==> config.mk <==
export PLATFORM = sky130hd
export DESIGN_NAME = move_zero
export DESIGN_NICKNAME = d
export VERILOG_FILES = /design/src/rtl/move_zero_pkg.sv /design/src/rtl/move_zero_relax.sv /design/src/rtl/move_zero.sv
export SDC_FILE = /design/constraint.sdc
export NUM_CORES = 1
export LEC_CHECK = 0
export CORE_AREA = 5 5 221 223
export DETAILED_ROUTE_END_ITERATION = 8
export DIE_AREA = 0 0 226 228
export MAX_ROUTING_LAYER = met4
export PLACE_DENSITY_LB_ADDON = 0.08
export SYNTH_ARGS = -nofsm -noshare
export SYNTH_HDL_FRONTEND = slang
export SYNTH_HIERARCHICAL = 1
export SYNTH_SLANG_ARGS = --single-unit
==> constraint.sdc <==
create_clock -name i_clk -period 11.8 [get_ports i_clk]
set_clock_uncertainty 0.1 [all_clocks]
set_input_delay 2.36 -clock i_clk [delete_from_list [all_inputs] [get_ports i_clk]]
set_output_delay 2.36 -clock i_clk [all_outputs]
set_load 0.01 [all_outputs]
==> src/rtl/move_zero_pkg.sv <==
// Shared types and constants for the move_zero blank-tile step engine.
package move_zero_pkg;

  typedef logic [3:0][3:0][3:0] board_t;
  typedef logic [3:0][3:0]      mask_t;
  typedef logic [4:0]           dist_t;
  typedef dist_t [3:0][3:0]     dmap_t;

  typedef struct packed {
    logic [1:0] row;
    logic [1:0] col;
  } pos_t;

  localparam dist_t DIST_INF   = 5'd31;
  localparam int    DIST_ITERS = 15;

  typedef enum logic [1:0] {
    IDLE = 2'd0,
    DIST = 2'd1,
    MOVE = 2'd2,
    DONE = 2'd3
  } state_t;

endpackage

==> src/rtl/move_zero_relax.sv <==
// One combinational breadth-first relaxation step over the 4x4 distance map.
module move_zero_relax
  import move_zero_pkg::*;
(
  input  dmap_t dist_i,
  input  mask_t mask_i,
  output dmap_t dist_o,
  output logic  changed_o
);

  function automatic dist_t dmin(input dist_t a, input dist_t b);
    return (a < b) ? a : b;
  endfunction

  logic [15:0] chg;

  for (genvar r = 0; r < 4; r++) begin : g_row
    for (genvar c = 0; c < 4; c++) begin : g_col
      dist_t      up, dn, lf, rt, best, relaxed;
      logic [5:0] cand;

      if (r > 0) begin : g_up
        assign up = dist_i[r-1][c];
      end else begin : g_up_edge
        assign up = DIST_INF;
      end
      if (r < 3) begin : g_dn
        assign dn = dist_i[r+1][c];
      end else begin : g_dn_edge
        assign dn = DIST_INF;
      end
      if (c > 0) begin : g_lf
        assign lf = dist_i[r][c-1];
      end else begin : g_lf_edge
        assign lf = DIST_INF;
      end
      if (c < 3) begin : g_rt
        assign rt = dist_i[r][c+1];
      end else begin : g_rt_edge
        assign rt = DIST_INF;
      end

      assign best    = dmin(dmin(up, dn), dmin(lf, rt));
      assign cand    = {1'b0, best} + 6'd1;
      assign relaxed = (cand > {1'b0, DIST_INF}) ? DIST_INF : cand[4:0];
      // Locked cells keep their value, so a locked target stays at its seed of 0.
      assign dist_o[r][c] = mask_i[r][c] ? dist_i[r][c] : dmin(dist_i[r][c], relaxed);
      assign chg[r*4+c]   = (dist_o[r][c] != dist_i[r][c]);
    end
  end

  assign changed_o = |chg;

endmodule

==> src/rtl/move_zero.sv <==
// Blank-tile mover: BFS distance map then one swap per clock toward the target.
// Optional build macro MOVE_ZERO_EARLY_EXIT_EN ends the distance phase once the map is stable.
module move_zero
  import move_zero_pkg::*;
(
  input  logic            i_clk,
  input  logic            i_rst,
  input  logic            i_start,
  input  logic            i_flag,
  input  board_t          i_klotski,
  input  mask_t           i_mask,
  input  logic [1:0][1:0] i_target,
  output board_t          o_klotski,
  output logic            o_finished
);

  state_t     state_q, state_d;
  board_t     board_q, board_d;
  mask_t      mask_q, mask_d;
  pos_t       target_q, target_d;
  pos_t       blank_q, blank_d;
  dmap_t      dist_q, dist_d;
  logic [3:0] iter_q, iter_d;
  logic       fin_q, fin_d;

  dmap_t      dist_relaxed;
  logic       changed;
  logic       dist_exit;
  dist_t      d_cur;
  pos_t [3:0] nb_pos;
  logic [3:0] nb_ok;
  logic [1:0] dir;
  logic       found;
  pos_t       nb_sel;
  pos_t       blank_init;

  move_zero_relax u_relax (
    .dist_i   (dist_q),
    .mask_i   (mask_q),
    .dist_o   (dist_relaxed),
    .changed_o(changed)
  );

`ifdef MOVE_ZERO_EARLY_EXIT_EN
  assign dist_exit = (iter_q == 4'd1) || !changed;
`else
  logic unused_changed;
  assign unused_changed = changed;
  assign dist_exit      = (iter_q == 4'd1);
`endif

  // Scan high to low so the lowest-index zero wins.
  always_comb begin
    blank_init = '0;
    for (int i = 15; i >= 0; i--) begin
      if (i_klotski[i/4][i%4] == 4'd0) begin
        blank_init.row = 2'(i / 4);
        blank_init.col = 2'(i % 4);
      end
    end
  end

  // Directions: 0 row-1, 1 row+1, 2 col-1, 3 col+1.
  always_comb begin
    d_cur         = dist_q[blank_q.row][blank_q.col];
    nb_pos[0].row = blank_q.row - 2'd1;
    nb_pos[0].col = blank_q.col;
    nb_pos[1].row = blank_q.row + 2'd1;
    nb_pos[1].col = blank_q.col;
    nb_pos[2].row = blank_q.row;
    nb_pos[2].col = blank_q.col - 2'd1;
    nb_pos[3].row = blank_q.row;
    nb_pos[3].col = blank_q.col + 2'd1;
    nb_ok[0]      = (blank_q.row != 2'd0);
    nb_ok[1]      = (blank_q.row != 2'd3);
    nb_ok[2]      = (blank_q.col != 2'd0);
    nb_ok[3]      = (blank_q.col != 2'd3);
    for (int k = 0; k < 4; k++) begin
      nb_ok[k] = nb_ok[k] && !mask_q[nb_pos[k].row][nb_pos[k].col]
                 && (dist_q[nb_pos[k].row][nb_pos[k].col] == d_cur - 5'd1);
    end
    found  = 1'b0;
    nb_sel = blank_q;
    dir    = '0;
    for (int k = 0; k < 4; k++) begin
      dir = i_flag ? 2'(k + 2) : 2'(k);
      if (!found && nb_ok[dir]) begin
        found  = 1'b1;
        nb_sel = nb_pos[dir];
      end
    end
  end

  always_comb begin
    state_d  = state_q;
    board_d  = board_q;
    mask_d   = mask_q;
    target_d = target_q;
    blank_d  = blank_q;
    dist_d   = dist_q;
    iter_d   = iter_q;
    fin_d    = 1'b0;
    case (state_q)
      IDLE: begin
        if (i_start) begin
          board_d      = i_klotski;
          mask_d       = i_mask;
          target_d.row = i_target[1];
          target_d.col = i_target[0];
          blank_d      = blank_init;
          dist_d       = {16{DIST_INF}};
          dist_d[i_target[1]][i_target[0]] = '0;
          iter_d       = 4'(DIST_ITERS);
          state_d      = DIST;
        end
      end
      DIST: begin
        dist_d = dist_relaxed;
        iter_d = iter_q - 4'd1;
        if (dist_exit) state_d = MOVE;
      end
      MOVE: begin
        if (blank_q == target_q || d_cur == DIST_INF || !found) begin
          state_d = DONE;
        end else begin
          board_d[blank_q.row][blank_q.col] = board_q[nb_sel.row][nb_sel.col];
          board_d[nb_sel.row][nb_sel.col]   = board_q[blank_q.row][blank_q.col];
          blank_d = nb_sel;
        end
      end
      DONE: begin
        fin_d   = 1'b1;
        state_d = IDLE;
      end
      default: state_d = IDLE;
    endcase
  end

  always_ff @(posedge i_clk or posedge i_rst) begin
    if (i_rst) begin
      state_q  <= IDLE;
      board_q  <= '0;
      mask_q   <= '0;
      target_q <= '0;
      blank_q  <= '0;
      dist_q   <= {16{DIST_INF}};
      iter_q   <= '0;
      fin_q    <= 1'b0;
    end else begin
      state_q  <= state_d;
      board_q  <= board_d;
      mask_q   <= mask_d;
      target_q <= target_d;
      blank_q  <= blank_d;
      dist_q   <= dist_d;
      iter_q   <= iter_d;
      fin_q    <= fin_d;
    end
  end

  assign o_klotski  = board_q;
  assign o_finished = fin_q;

endmodule

==> run metrics <==
fin crit share=approximately two thirds; critical path data arrival time=8220 ps; final setup margin=3820 ps; Cell Rows=79; DRC errors left=0; Sink Count=175; outcome=finished, final reports clean; vias post-DR=27366; antenna-violating nets left=0; r2r startpoint=blank_q[1]; CP Launch Point=blank_q[1]; dpl hpwl=79.5 mm; largest net degree at the start of global routing=104; Ys Warns=6; Max FO, Critical Path=25; CTS tree=done; footprint of the multi-input gates=19700 um2; Post-Syn Area=25900 um2; number of global-route vias before repair=25799; Detailed Route WL=107 mm; Core Area=46400 um2; HP Class=reg2reg; FF+latch area=4480 um2; vias per cell=about 7.2; Syn Area/Cell=8.13 um2; Syn Inst Count=3188; Nets=3470; chip height=228 um; Clock Tree Buf Depth=2; CP endpoint=o_klotski[58]; dpl ws=roughly 4000 ps; initial antenna violation count=7; # hold bufs at CTS=0; Pre-Repair DR Iteration Count=6; Slew @ Worst Pin=1240 ps; share of cells above drive strength 1=between 10% and 20%; crit start category=register; post_cts resized=0; Final Max Slew Viols=0; Syn Nets=3493; clock root cell=clkbuf_16; H-Tree Depth=4; gr ovfl total=0; GRT Overall Usage=41.1%; initial detailed-routing violation count=4125; Syn-to-layout area delta=7.90%; clock latency on the worst-skew pair=530 ps; first-pass GRT wire length=159 mm; cts bufs inserted=17; MaxCap Viol Count=0; R2R Path End=o_klotski[58]; Die ar.=51500 um2; port buffer count=152; R2R Setup Slk=3820 ps; CP required=12040 ps; Fmax=125 MHz; setup_tns=0 ps; io pins=153; Initial Utilization=55.9%; critical path class=reg2reg; setup bufs post-CTS=0; Die W=roughly 230 um; R2R cell count=15; Fill cells=~4200; final hold vios=0; Final Critical Period=7980 ps; Final setup viols=0; unrepaired setup endpoints after global routing=no; Clock transition at path regs=80 ps; mean routed wirelength per cell=approximately 28 um; GPL Wtd Cong=a little over 1; Slew headroom=16.3%; CP Capture Type=register
## registers in the layout, indices dropped and copies added (netlist names)
register / cells
blank_q: 4
state_q: 2
o_finished: 1
iter_q: 4
mask_q: 16
o_klotski: 64
dist_q: 80
target_q: 4
## per-layer routing
layer / vias up / track usage [%] / part of all wire [%]
met3: 282 / 13.3 / 14
met1: 13254 / 55.3 / 39
met4: 0 / 16.6 / 4.3
met2: 1958 / 57.2 / 42
li1: 11872 / - / -
met5: - / - / 0
## critical path: stages (launching register included)
cell and delay (ps):
dfrtp_1 870, clkinv_1 910, ha_1 590, buf_4 330, clkinv_1 340, mux4_2 560, or4_1 420, o2111a_1 140
or4_4 580, and2_4 210, o21a_4 220, xnor2_4 540, mux4_1 640, mux2_2 300, o22ai_2 770, o221ai_1 270
## layout by cell type, fill, tap and decap left out, types with 17 or more instances in the layout
master / count
nand2_1: 390
nor2_1: 315
a21oi_1: 296
ha_1: 214
o21ai_0: 176
mux2i_1: 163
clkdlybuf4s50_1: 152
inv_1: 146
mux4_2: 122
dfrtp_1: 93
dfstp_2: 80
nand3_1: 68
a21o_1: 63
mux2_2: 52
nand4_1: 45
o221ai_1: 42
nor2b_1: 39
nor3_1: 39
a31oi_1: 38
and3_1: 34
buf_4: 33
nand2b_1: 31
and2_1: 26
xnor2_1: 23
o211ai_1: 22
a31o_2: 21
o22ai_1: 20
a211oi_1: 20
nor4_1: 18
a22oi_1: 17
clkbuf_16: 17
## layout make-up
type | instances | area share [%]
Multi-Input combinational cell | 2633 | 70.5
Clock inverter | 15 | 0.783
Inverter | 153 | 2.08
Clock buffer | 17 | 1.52
Timing Repair Buffer | 185 | 6.32
Tap cell | 607 | 2.71
Antenna cell | 8 | 0.0715
Sequential cell | 175 | 16.0
## worst min path at each step
stage                  endpoint        start  cells past startpoint
floorplan            dist_q[45]   dist_q[45]                      2
global placement    target_q[0]  target_q[0]                      1
detailed placement  target_q[3]  target_q[3]                      1
CTS                 target_q[3]  target_q[3]                      1
global route        target_q[1]  target_q[1]                      1
finish              target_q[3]  target_q[3]                      1
## metrics by stage
step	std cells	utilization (%)	hold slack, ps	instance area (um2)
5_1_grt	3792	60.4	472	28000
3_3_place_gp	3753	58.9	413	27300
2_1_floorplan	3188	-	396	25900
6_report	3793	60.4	443	28000
3_5_place_dp	3753	58.9	427	27300
4_1_cts	3785	60.3	444	28000
Power is left out: the tool's default activity adds up to more than one toggle a clock period on the data nets, which glitch-free logic cannot reach.
